==> src/rtl/noc_pkg.sv <==
// rtl/noc_pkg.sv - shared flit types and widths for the NoC-to-AXIS bridge
package noc_pkg;

  localparam int TDATA_WIDTH = 128;
  localparam int TID_WIDTH   = 2;
  localparam int TDEST_WIDTH = 2;
  localparam int DEST_WIDTH  = TID_WIDTH + TDEST_WIDTH;

  typedef struct packed {
    logic [TDATA_WIDTH-1:0] data;
    logic [DEST_WIDTH-1:0]  dest;
    logic                   tail;
  } flit_t;

  typedef enum logic {PKT_IDLE, PKT_BODY} pkt_state_e;

endpackage

==> src/rtl/noc_flit_fifo.sv <==
// rtl/noc_flit_fifo.sv - show-ahead flit FIFO with occupancy count
module noc_flit_fifo #(
  parameter int DEPTH = 4,
  parameter int WIDTH = 8
) (
  input  logic                       clk,
  input  logic                       rst,
  input  logic                       push,
  input  logic [WIDTH-1:0]           wdata,
  input  logic                       pop,
  output logic [WIDTH-1:0]           rdata,
  output logic [$clog2(DEPTH):0]     count,
  output logic                       full,
  output logic                       empty
);

  localparam int AW = $clog2(DEPTH);
  localparam logic [AW:0]   FULL_COUNT = (AW+1)'(DEPTH);
  localparam logic [AW:0]   CNT_ONE    = (AW+1)'(1);
  localparam logic [AW-1:0] PTR_ONE    = AW'(1);

  logic [WIDTH-1:0] mem [DEPTH];
  logic [AW-1:0]    wr_ptr;
  logic [AW-1:0]    rd_ptr;
  logic             push_ok;
  logic             pop_ok;

  // A full FIFO refuses pushes even when a pop happens the same cycle.
  assign full    = (count == FULL_COUNT);
  assign empty   = (count == '0);
  assign push_ok = push & ~full;
  assign pop_ok  = pop & ~empty;
  assign rdata   = mem[rd_ptr];

  // Storage array; contents need no reset since count gates visibility.
  always_ff @(posedge clk) begin
    if (push_ok) mem[wr_ptr] <= wdata;
  end

  // Pointer and occupancy bookkeeping.
  always_ff @(posedge clk or posedge rst) begin
    if (rst) begin
      wr_ptr <= '0;
      rd_ptr <= '0;
      count  <= '0;
    end else begin
      if (push_ok) wr_ptr <= wr_ptr + PTR_ONE;
      if (pop_ok)  rd_ptr <= rd_ptr + PTR_ONE;
      case ({push_ok, pop_ok})
        2'b10:   count <= count + CNT_ONE;
        2'b01:   count <= count - CNT_ONE;
        default: count <= count;
      endcase
    end
  end

endmodule

==> src/rtl/noc_credit_axis_bridge.sv <==
// rtl/noc_credit_axis_bridge.sv - credit-based router sink presenting an AXI-Stream master
module noc_credit_axis_bridge
  import noc_pkg::*;
#(
  parameter int FLIT_BUFFER_DEPTH = 4,
  parameter int PKT_CNT_WIDTH     = 16
) (
  input  logic                     clk_noc,
  input  logic                     rst,
  input  logic [TDATA_WIDTH-1:0]   data_in,
  input  logic [DEST_WIDTH-1:0]    dest_in,
  input  logic                     is_tail_in,
  input  logic                     send_in,
  output logic                     credit_out,
  output logic                     axis_out_tvalid,
  input  logic                     axis_out_tready,
  output logic [TDATA_WIDTH-1:0]   axis_out_tdata,
  output logic                     axis_out_tlast,
  output logic [TID_WIDTH-1:0]     axis_out_tid,
  output logic [TDEST_WIDTH-1:0]   axis_out_tdest,
  output logic                     overflow_err,
  output logic                     proto_err,
  output logic [PKT_CNT_WIDTH-1:0] pkt_count
);

  localparam int CW = $clog2(FLIT_BUFFER_DEPTH) + 1;
  localparam logic [PKT_CNT_WIDTH-1:0] PKT_ONE = PKT_CNT_WIDTH'(1);

  flit_t             wr_flit;
  flit_t             head;
  logic [CW-1:0]     count;
  logic              full;
  logic              empty;
  logic              push;
  logic              pop;
  pkt_state_e        state;
  pkt_state_e        state_next;
  logic [DEST_WIDTH-1:0] dest_latched;
  logic              latch_dest;
  logic              dest_mismatch;

  assign wr_flit = '{data: data_in, dest: dest_in, tail: is_tail_in};
  assign push    = send_in & ~full;
  assign pop     = ~empty & axis_out_tready;

  noc_flit_fifo #(
    .DEPTH (FLIT_BUFFER_DEPTH),
    .WIDTH ($bits(flit_t))
  ) u_fifo (
    .clk   (clk_noc),
    .rst   (rst),
    .push  (push),
    .wdata (wr_flit),
    .pop   (pop),
    .rdata (head),
    .count (count),
    .full  (full),
    .empty (empty)
  );

  assign axis_out_tvalid = ~empty;
  assign axis_out_tdata  = head.data;
  assign axis_out_tlast  = head.tail;
  assign axis_out_tid    = head.dest[DEST_WIDTH-1 -: TID_WIDTH];
  assign axis_out_tdest  = head.dest[TDEST_WIDTH-1:0];

  // Packet tracking state register; only accepted flits advance it.
  always_ff @(posedge clk_noc or posedge rst) begin
    if (rst) begin
      state        <= PKT_IDLE;
      dest_latched <= '0;
    end else begin
      state <= state_next;
      if (latch_dest) dest_latched <= dest_in;
    end
  end

  // Packet next-state: head flit latches dest, body flits are compared against it.
  always_comb begin
    state_next    = state;
    latch_dest    = 1'b0;
    dest_mismatch = 1'b0;
    case (state)
      PKT_IDLE: begin
        if (push && !is_tail_in) begin
          state_next = PKT_BODY;
          latch_dest = 1'b1;
        end
      end
      PKT_BODY: begin
        if (push) begin
          dest_mismatch = (dest_in != dest_latched);
          if (is_tail_in) state_next = PKT_IDLE;
        end
      end
      default: state_next = PKT_IDLE;
    endcase
  end

  // Credit return, sticky error flags and delivered-packet counter.
  always_ff @(posedge clk_noc or posedge rst) begin
    if (rst) begin
      credit_out   <= 1'b0;
      overflow_err <= 1'b0;
      proto_err    <= 1'b0;
      pkt_count    <= '0;
    end else begin
      credit_out <= pop;
      if (send_in && full) overflow_err <= 1'b1;
      if (dest_mismatch)   proto_err    <= 1'b1;
      if (pop && head.tail) pkt_count   <= pkt_count + PKT_ONE;
    end
  end

endmodule

==> config.mk <==
export PLATFORM = sky130hd
export DESIGN_NAME = noc_credit_axis_bridge
export DESIGN_NICKNAME = d
export VERILOG_FILES = /design/src/rtl/noc_pkg.sv /design/src/rtl/noc_flit_fifo.sv /design/src/rtl/noc_credit_axis_bridge.sv
export SDC_FILE = /design/constraint.sdc
export NUM_CORES = 1
export LEC_CHECK = 0
export ABC_AREA = 1
export BUFFER_PORTS_ARGS = -buffer_cell sky130_fd_sc_hd__buf_2
export CORE_MARGIN = 1
export CORE_UTILIZATION = 43
export DETAILED_ROUTE_END_ITERATION = 10
export PLACE_DENSITY_LB_ADDON = 0.1
export SLEW_MARGIN = 20
export SYNTH_ARGS = -nofsm -noshare
export SYNTH_HDL_FRONTEND = slang
export SYNTH_SLANG_ARGS = --single-unit
==> constraint.sdc <==
create_clock -name clk_noc -period 8.2 [get_ports clk_noc]
set_input_delay 0.41 -clock clk_noc [delete_from_list [all_inputs] [get_ports clk_noc]]
set_output_delay 0.41 -clock clk_noc [all_outputs]
set_load 0.01 [all_outputs]
Word-level counts from Yosys, hierarchy flattened --
Memory sizes are Yosys's and may differ from the RTL's. Cells that the tools add are included.
Word-level totals: register bits after elaboration 31, memory bits (writable) 532, bits of input ports 137, output and inout bits 153, logic and storage cells 42, memories 1
Memory list:
- u_fifo.mem | words 4, width 133, rd ports 1, clocked after memory_dff 0, wr ports 1, RTL line noc_flit_fifo.sv:22 | logic [WIDTH-1:0] mem [DEPTH];
Operators by class: $add $sub $neg 5, equal/unequal tests 4, mux-type cells 10, bitwise logic cells 7, reduce and logical (&&, ||, !) cells 6
Operators by type and width (count):
- adder 16 x 1 -> 16 bit (second input constant) | 1
- 2-to-1 mux 1 bit | 8
- case mux 3 bit (2 select lines) | 1
- adder 2 x 1 -> 2 bit (second input constant) | 2
- AND 1 bit | 4
- != test 4 bit | 1
- adder 3 x 1 -> 3 bit (second input constant) | 1
- == test 3 bit (second input constant) | 1
- logical AND 1 bit | 3
- zero test 3 bit | 1
- NOT 1 bit | 3
- subtractor 3 x 1 -> 3 bit (second input constant) | 1
- == test 2 x 1 -> 1 bit (second input constant) | 1
- == test 2 bit (second input constant) | 1
- case mux 1 bit (2 select lines) | 1
- nonzero test 2 bit | 1
- zero test 1 bit | 1

Logic depth before layout (Yosys ltp) --
word-level depth 6, gate-level depth with buffers 10, depth with buffers taken out 10

Cells and area by module --
Synthesis repeated with hierarchy kept, for this count alone.
Second synthesis, totals: cells, all modules 1745, area, all modules 22887.0 sq um
By module, submodules not included:
- noc_flit_fifo | times used 1, cells each 1614, area an instance 21692.1 sq um
- noc_credit_axis_bridge | times used 1, cells each 131, area an instance 1194.9 sq um

Least setup slack after synthesis --
Ideal clock, no wire load.
kind reg-to-reg, start point register u_fifo.count[0], end point memory u_fifo.mem[0][0] (netlist name) (enable), arrival 6251 ps, data required time 7573 ps, slack 1322 ps, stages on the path, launching flop included 6, path through dfrtp_1 > nor2_1 > nand2_1 > nand2_1 > buf_2 > nor2_1
Between the ends: cells in the longest elaborated chain, start to end 6
Ends and longest elaborated chain:
- start: declaration | RTL line noc_flit_fifo.sv:12 | output logic [$clog2(DEPTH):0] count,
- start signal: assignment | RTL line noc_flit_fifo.sv:50 | 2'b10: count <= count + CNT_ONE;
- start signal: assignment | RTL line noc_flit_fifo.sv:51 | 2'b01: count <= count - CNT_ONE;
- start signal: assignment | RTL line noc_flit_fifo.sv:52 | default: count <= count;
- == test 3 bit * | RTL line noc_flit_fifo.sv:29 | assign full = (count == FULL_COUNT);
- NOT 1 bit * | RTL line noc_flit_fifo.sv:31, noc_credit_axis_bridge.sv:43
- AND 1 bit | RTL line noc_credit_axis_bridge.sv:43 | assign push = send_in & ~full;
- AND 1 bit * | RTL line noc_flit_fifo.sv:31 | assign push_ok = push & ~full;
- 2-to-1 mux 1 bit * | RTL line noc_flit_fifo.sv:37 | if (push_ok) mem[wr_ptr] <= wdata;
- 2-to-1 mux 1 bit (implied by the code) * | RTL line noc_flit_fifo.sv:37
- end: declaration | RTL line noc_flit_fifo.sv:22
Every way passes the cells marked *; elsewhere a longest branch is shown, timed or not.

Worst setup path in the final report --
start point register u_fifo.rd_ptr[0], end point output port axis_out_tdata[102]
Between the ends: cells in the longest elaborated chain, start to end 1
Ends and longest elaborated chain:
- start: declaration | RTL line noc_flit_fifo.sv:24 | logic [AW-1:0] rd_ptr;
- start signal: assignment | RTL line noc_flit_fifo.sv:48 | if (pop_ok) rd_ptr <= rd_ptr + PTR_ONE;
- memory (4 x 133 bit)
- end: declaration | RTL line noc_credit_axis_bridge.sv:17 | output logic [TDATA_WIDTH-1:0] axis_out_tdata,
No other way between the ends.

==> impl_summary.log <==
INFO  metric floorplan.die.height = approximately 220 um
INFO  metric irDropWorstVdd = approximately 0.00035 V
INFO  metric p_sw_frac = 0.351
INFO  metric comb_power_share = 0.320
INFO  metric worstPathBufferInverterCount = 3
INFO  metric hpwlAfterDp = between 20 and 30 mm
INFO  metric final_period_minus_worst_setup_slack = between 3 and 4 ns
INFO  metric cts-buffers-inserted = between 50 and 60
INFO  metric timing.clock.skew = roughly 0.014 ns
INFO  metric worst_slew_pin_slew = 1.15 ns
INFO  metric regToRegStartpoint = u_fifo.count[0]$_DFFE_PP0P_
INFO  metric worst_hold_startpoint = data_in[93]
INFO  metric power.leakage = between 9 and 10 nW
INFO  metric drtPass1Iterations = 5
INFO  metric synth_top_family_by_area = compound AO/OA/AOI/OAI gates
INFO  metric nets = about 2.0k
INFO  metric synth_area_leader_cell = edfxtp_1
INFO  metric timing.critical_path.to_type = output pin
INFO  metric register_to_register_path_depth = 5
INFO  metric ff2ff_setup_slack = about 5.2 ns
INFO  metric layoutNonFillerInstCount = 2585
INFO  metric buffer_ports.inserted = about 290
INFO  metric netlist_area = 21200 um2
INFO  metric place.detailed.instances = between 2k and 2.5k
INFO  metric setup_tns = 0 ns
INFO  metric num_rows = between 80 and 90
INFO  metric route.final.wire_length = slightly below 50 mm
INFO  metric placement.setup.worst_slack = between 4 and 5 ns
INFO  metric synthesized_area_divided_by_synthesized_cell_count = ~14 um2
INFO  metric family_with_the_most_delay_on_the_worst_path = buffers and inverters
INFO  metric drc_errors = 0
INFO  metric rsz0062_at_grt = no
INFO  metric timing.critical_path.slowest_cell_delay = approximately 0.86 ns
INFO  metric floorplan.initialDensity = 0.435
INFO  metric coreArea = about 49000 um2
INFO  metric yosys_most_used_dff = edfxtp_1
INFO  metric asyncSetResetFlopFracSynth = 0.0551
INFO  metric power.net_switching = 0.00331 W
INFO  metric cts_sink_count = about 560
INFO  metric status = completed
INFO  metric p_seq_frac = 0.421
INFO  metric post-route-cell-area = approximately 26000 um2
INFO  metric hold_path_class = input port to register
INFO  metric number_of_antenna_violations_at_the_first_check_in_global_routing = 3
INFO  metric synth.ff_latch_count = 563
INFO  metric post_place_instance_area = 23300 um2
INFO  metric synth_top_cells_by_area = edfxtp_1 75%, o21ai_0 6.0%, nor2_1 5.1%, o22ai_1 3.9%, dfrtp_1 3.7%
INFO  metric worst_ep_required_time = 7.79 ns
INFO  metric int_power = a little over 0.006 W
INFO  metric cp_data_arrival_time = about 3.5 ns
INFO  metric die_w = roughly 220 um
INFO  metric path_clk_slew = around 0.06 ns
INFO  metric layout-drive-gt1-share = 0.202
INFO  metric max_freq = 257 MHz
INFO  metric synth_simple_gate_area_share = 0.0714
INFO  metric pwr_density_cell = 364 nW/um2
INFO  metric grt_pass1_wl = 75.9 mm
INFO  metric worst_slew_margin_rel = 0.232
INFO  metric vias_per_cell = approximately 5.2
INFO  metric layout.cells.most_common_list = 532 x edfxtp_1, 289 x buf_2, 282 x nor2_1, 256 x o21ai_0, 132 x o22ai_1
INFO  metric timing.critical_path.slowest_stage_cell = buf_4
INFO  metric detail-route-antenna-nets = 0
INFO  metric overflow = 0
INFO  metric holdBufCountCts = between 90 and 100
INFO  metric ctsResizeCount = 0
INFO  metric path_max_fanout = approximately 180
INFO  metric clock_power_share = 0.258
INFO  metric maxCapViolations = 0
INFO  metric critPathKind = register to output pin
INFO  metric cts_setup_buffers = 0
INFO  metric post_synth_num_cell_types = 27
INFO  metric finalCritPeriodShare = 0.475
INFO  metric wire_per_inst = 19.0 um
INFO  metric gr-usage-all-layers = 0.195
INFO  metric post_synth_inst_count = between 1.5k and 2k
INFO  metric synth.area.mux_share = 0
INFO  metric xor_and_xnor_fraction_of_the_mapped_netlist_area = 0.00495
INFO  metric slew_violations = 0
INFO  metric critical_path.cell_chain = inv_8 -> buf_4 -> o21ai_0 -> o22ai_1 -> buf_2
INFO  metric floorplan.die_area = about 50000 um2
INFO  metric clock-root-buffer = clkbuf_16
INFO  metric final.setup.worst_slack = 4.31 ns
INFO  metric holdPathStages = 1
INFO  metric gpl.final_weighted_congestion = between 0.7 and 0.8
INFO  metric h_tree_levels = 2
INFO  metric via_count = between 10k and 15k
INFO  metric critical_path.startpoint_type = register
INFO  metric setup_viol = 0
INFO  metric clock_latency = ~0.59 ns
INFO  metric ys.warnings.count = 0
INFO  metric grt_max_degree = between 200 and 250
INFO  metric yosys.area.top_type_share = 0.752
INFO  metric maximum_count_of_clock_buffers_along_a_single_path = 3
INFO  metric timing.rr.end = u_fifo.mem[1][71]$_DFFE_PP_
INFO  metric holdPathEnd = u_fifo.mem[3][98]$_DFFE_PP_
INFO  metric via_count_of_the_first_global_routing_pass = approximately 13k
INFO  metric io-pin-count = 290
INFO  metric clock_tree_from_tritoncts = done
INFO  metric area_overhead_vs_synth = 22.2%
INFO  metric finalHoldViolCount = 0
INFO  metric final_common_cell = edfxtp_1
INFO  metric synth_compound_gate_area_share = 0.105
INFO  metric edff_count_synth = between 500 and 600
INFO  metric synthesis.nets = around 1.7k
INFO  metric detailedRoute.firstIterationViolations = roughly 780
INFO  metric synth_fa_ha_area_frac = 0.00448
INFO  metric ys_seq_area_frac = 0.789
INFO  metric total_power = around 0.0094 W
## worst reg2reg max path, cell delays in order (launching register included)
cell,delay (ns)
dfrtp_1,0.38
nor2_1,0.09
nand2_1,0.08
nand2_1,0.35
nor2_4,0.85
buf_4,0.81
## how the worst max path moves through the flow
stage | startpoint | end | slack [ns] | depth (start not counted)
floorplan | u_fifo.count[0]$_DFFE_PP0P_ | u_fifo.mem[0][0]$_DFFE_PP_ | 1.32 | 5
global placement | u_fifo.rd_ptr[0]$_DFFE_PP0P_ | axis_out_tdata[74] | 4.89 | 5
detailed placement | u_fifo.rd_ptr[0]$_DFFE_PP0P_ | axis_out_tdata[102] | 4.80 | 5
CTS | u_fifo.rd_ptr[0]$_DFFE_PP0P_ | axis_out_tdata[102] | 4.15 | 5
global route | u_fifo.rd_ptr[0]$_DFFE_PP0P_ | axis_out_tdata[72] | 3.95 | 5
finish | u_fifo.rd_ptr[0]$_DFFE_PP0P_ | axis_out_tdata[102] | 4.31 | 5
## cell usage after synthesis, types with 9 or more instances
cell and instances:
dfrtp_1 31, clkbuf_1 56, nor2_1 286, o22ai_1 132, o21ai_1 18, nand3_1 14, inv_1 32, buf_4 9
o21ai_0 256, buf_2 22, nand2_1 83, edfxtp_1 532
## layout make-up
class,instances,area [um2]
clock inverters,28,200
diodes,2,5.00
multi-input cells,820,3970
inverters,33,136
fillers,4257,22900
clock buffers,77,1540
well taps,664,831
flip-flops and latches,563,16800
repair buffers,398,2510
## through the flow
stage               utilization  hold WS, ns
floorplan                     -        0.468
global placement          0.476        0.471
detailed placement        0.476        0.484
CTS                       0.531     0.000101
global route              0.531       0.0130
finish                    0.531       0.0395
## state kept, by name (all words and copies together), names as in the netlist, named ones only
register       count
proto_err          1
pkt_count         16
overflow_err       1
credit_out         1
u_fifo.rd_ptr      2
u_fifo.wr_ptr      2
dest_latched       4
u_fifo.mem       532
u_fifo.count       3
## routing by layer
| metal | track usage | vias to the layer above | routed length (um) |
|---|---|---|---|
| met3 | 0.0502 | 71 | 3180 |
| met5 | 0 | - | 12 |
| met2 | 0.317 | 312 | 23500 |
| li1 | - | 6314 | - |
| met1 | 0.264 | 6651 | 21600 |
| met4 | 0.0476 | 2 | 904 |
## logic make-up after synthesis
kind of cell,Yosys count
adders and majority gates,7
DFF,563
xor gates and xnor gates,12
buffers and inverters,123
and+or+nand+nor,391
AOI/OAI and AO/OA,410
## power groups by stage
stage	Combinational, W	Sequential [W]	Clock [W]
floorplan	0.00187	0.00406	0
global placement	0.00303	0.00403	0
detailed placement	0.00305	0.00404	0
CTS	0.00309	0.00398	0.00251
global route	0.00337	0.00403	0.00260
finish	0.00302	0.00398	0.00244
No activity file was read; power rests on OpenSTA's default activity.
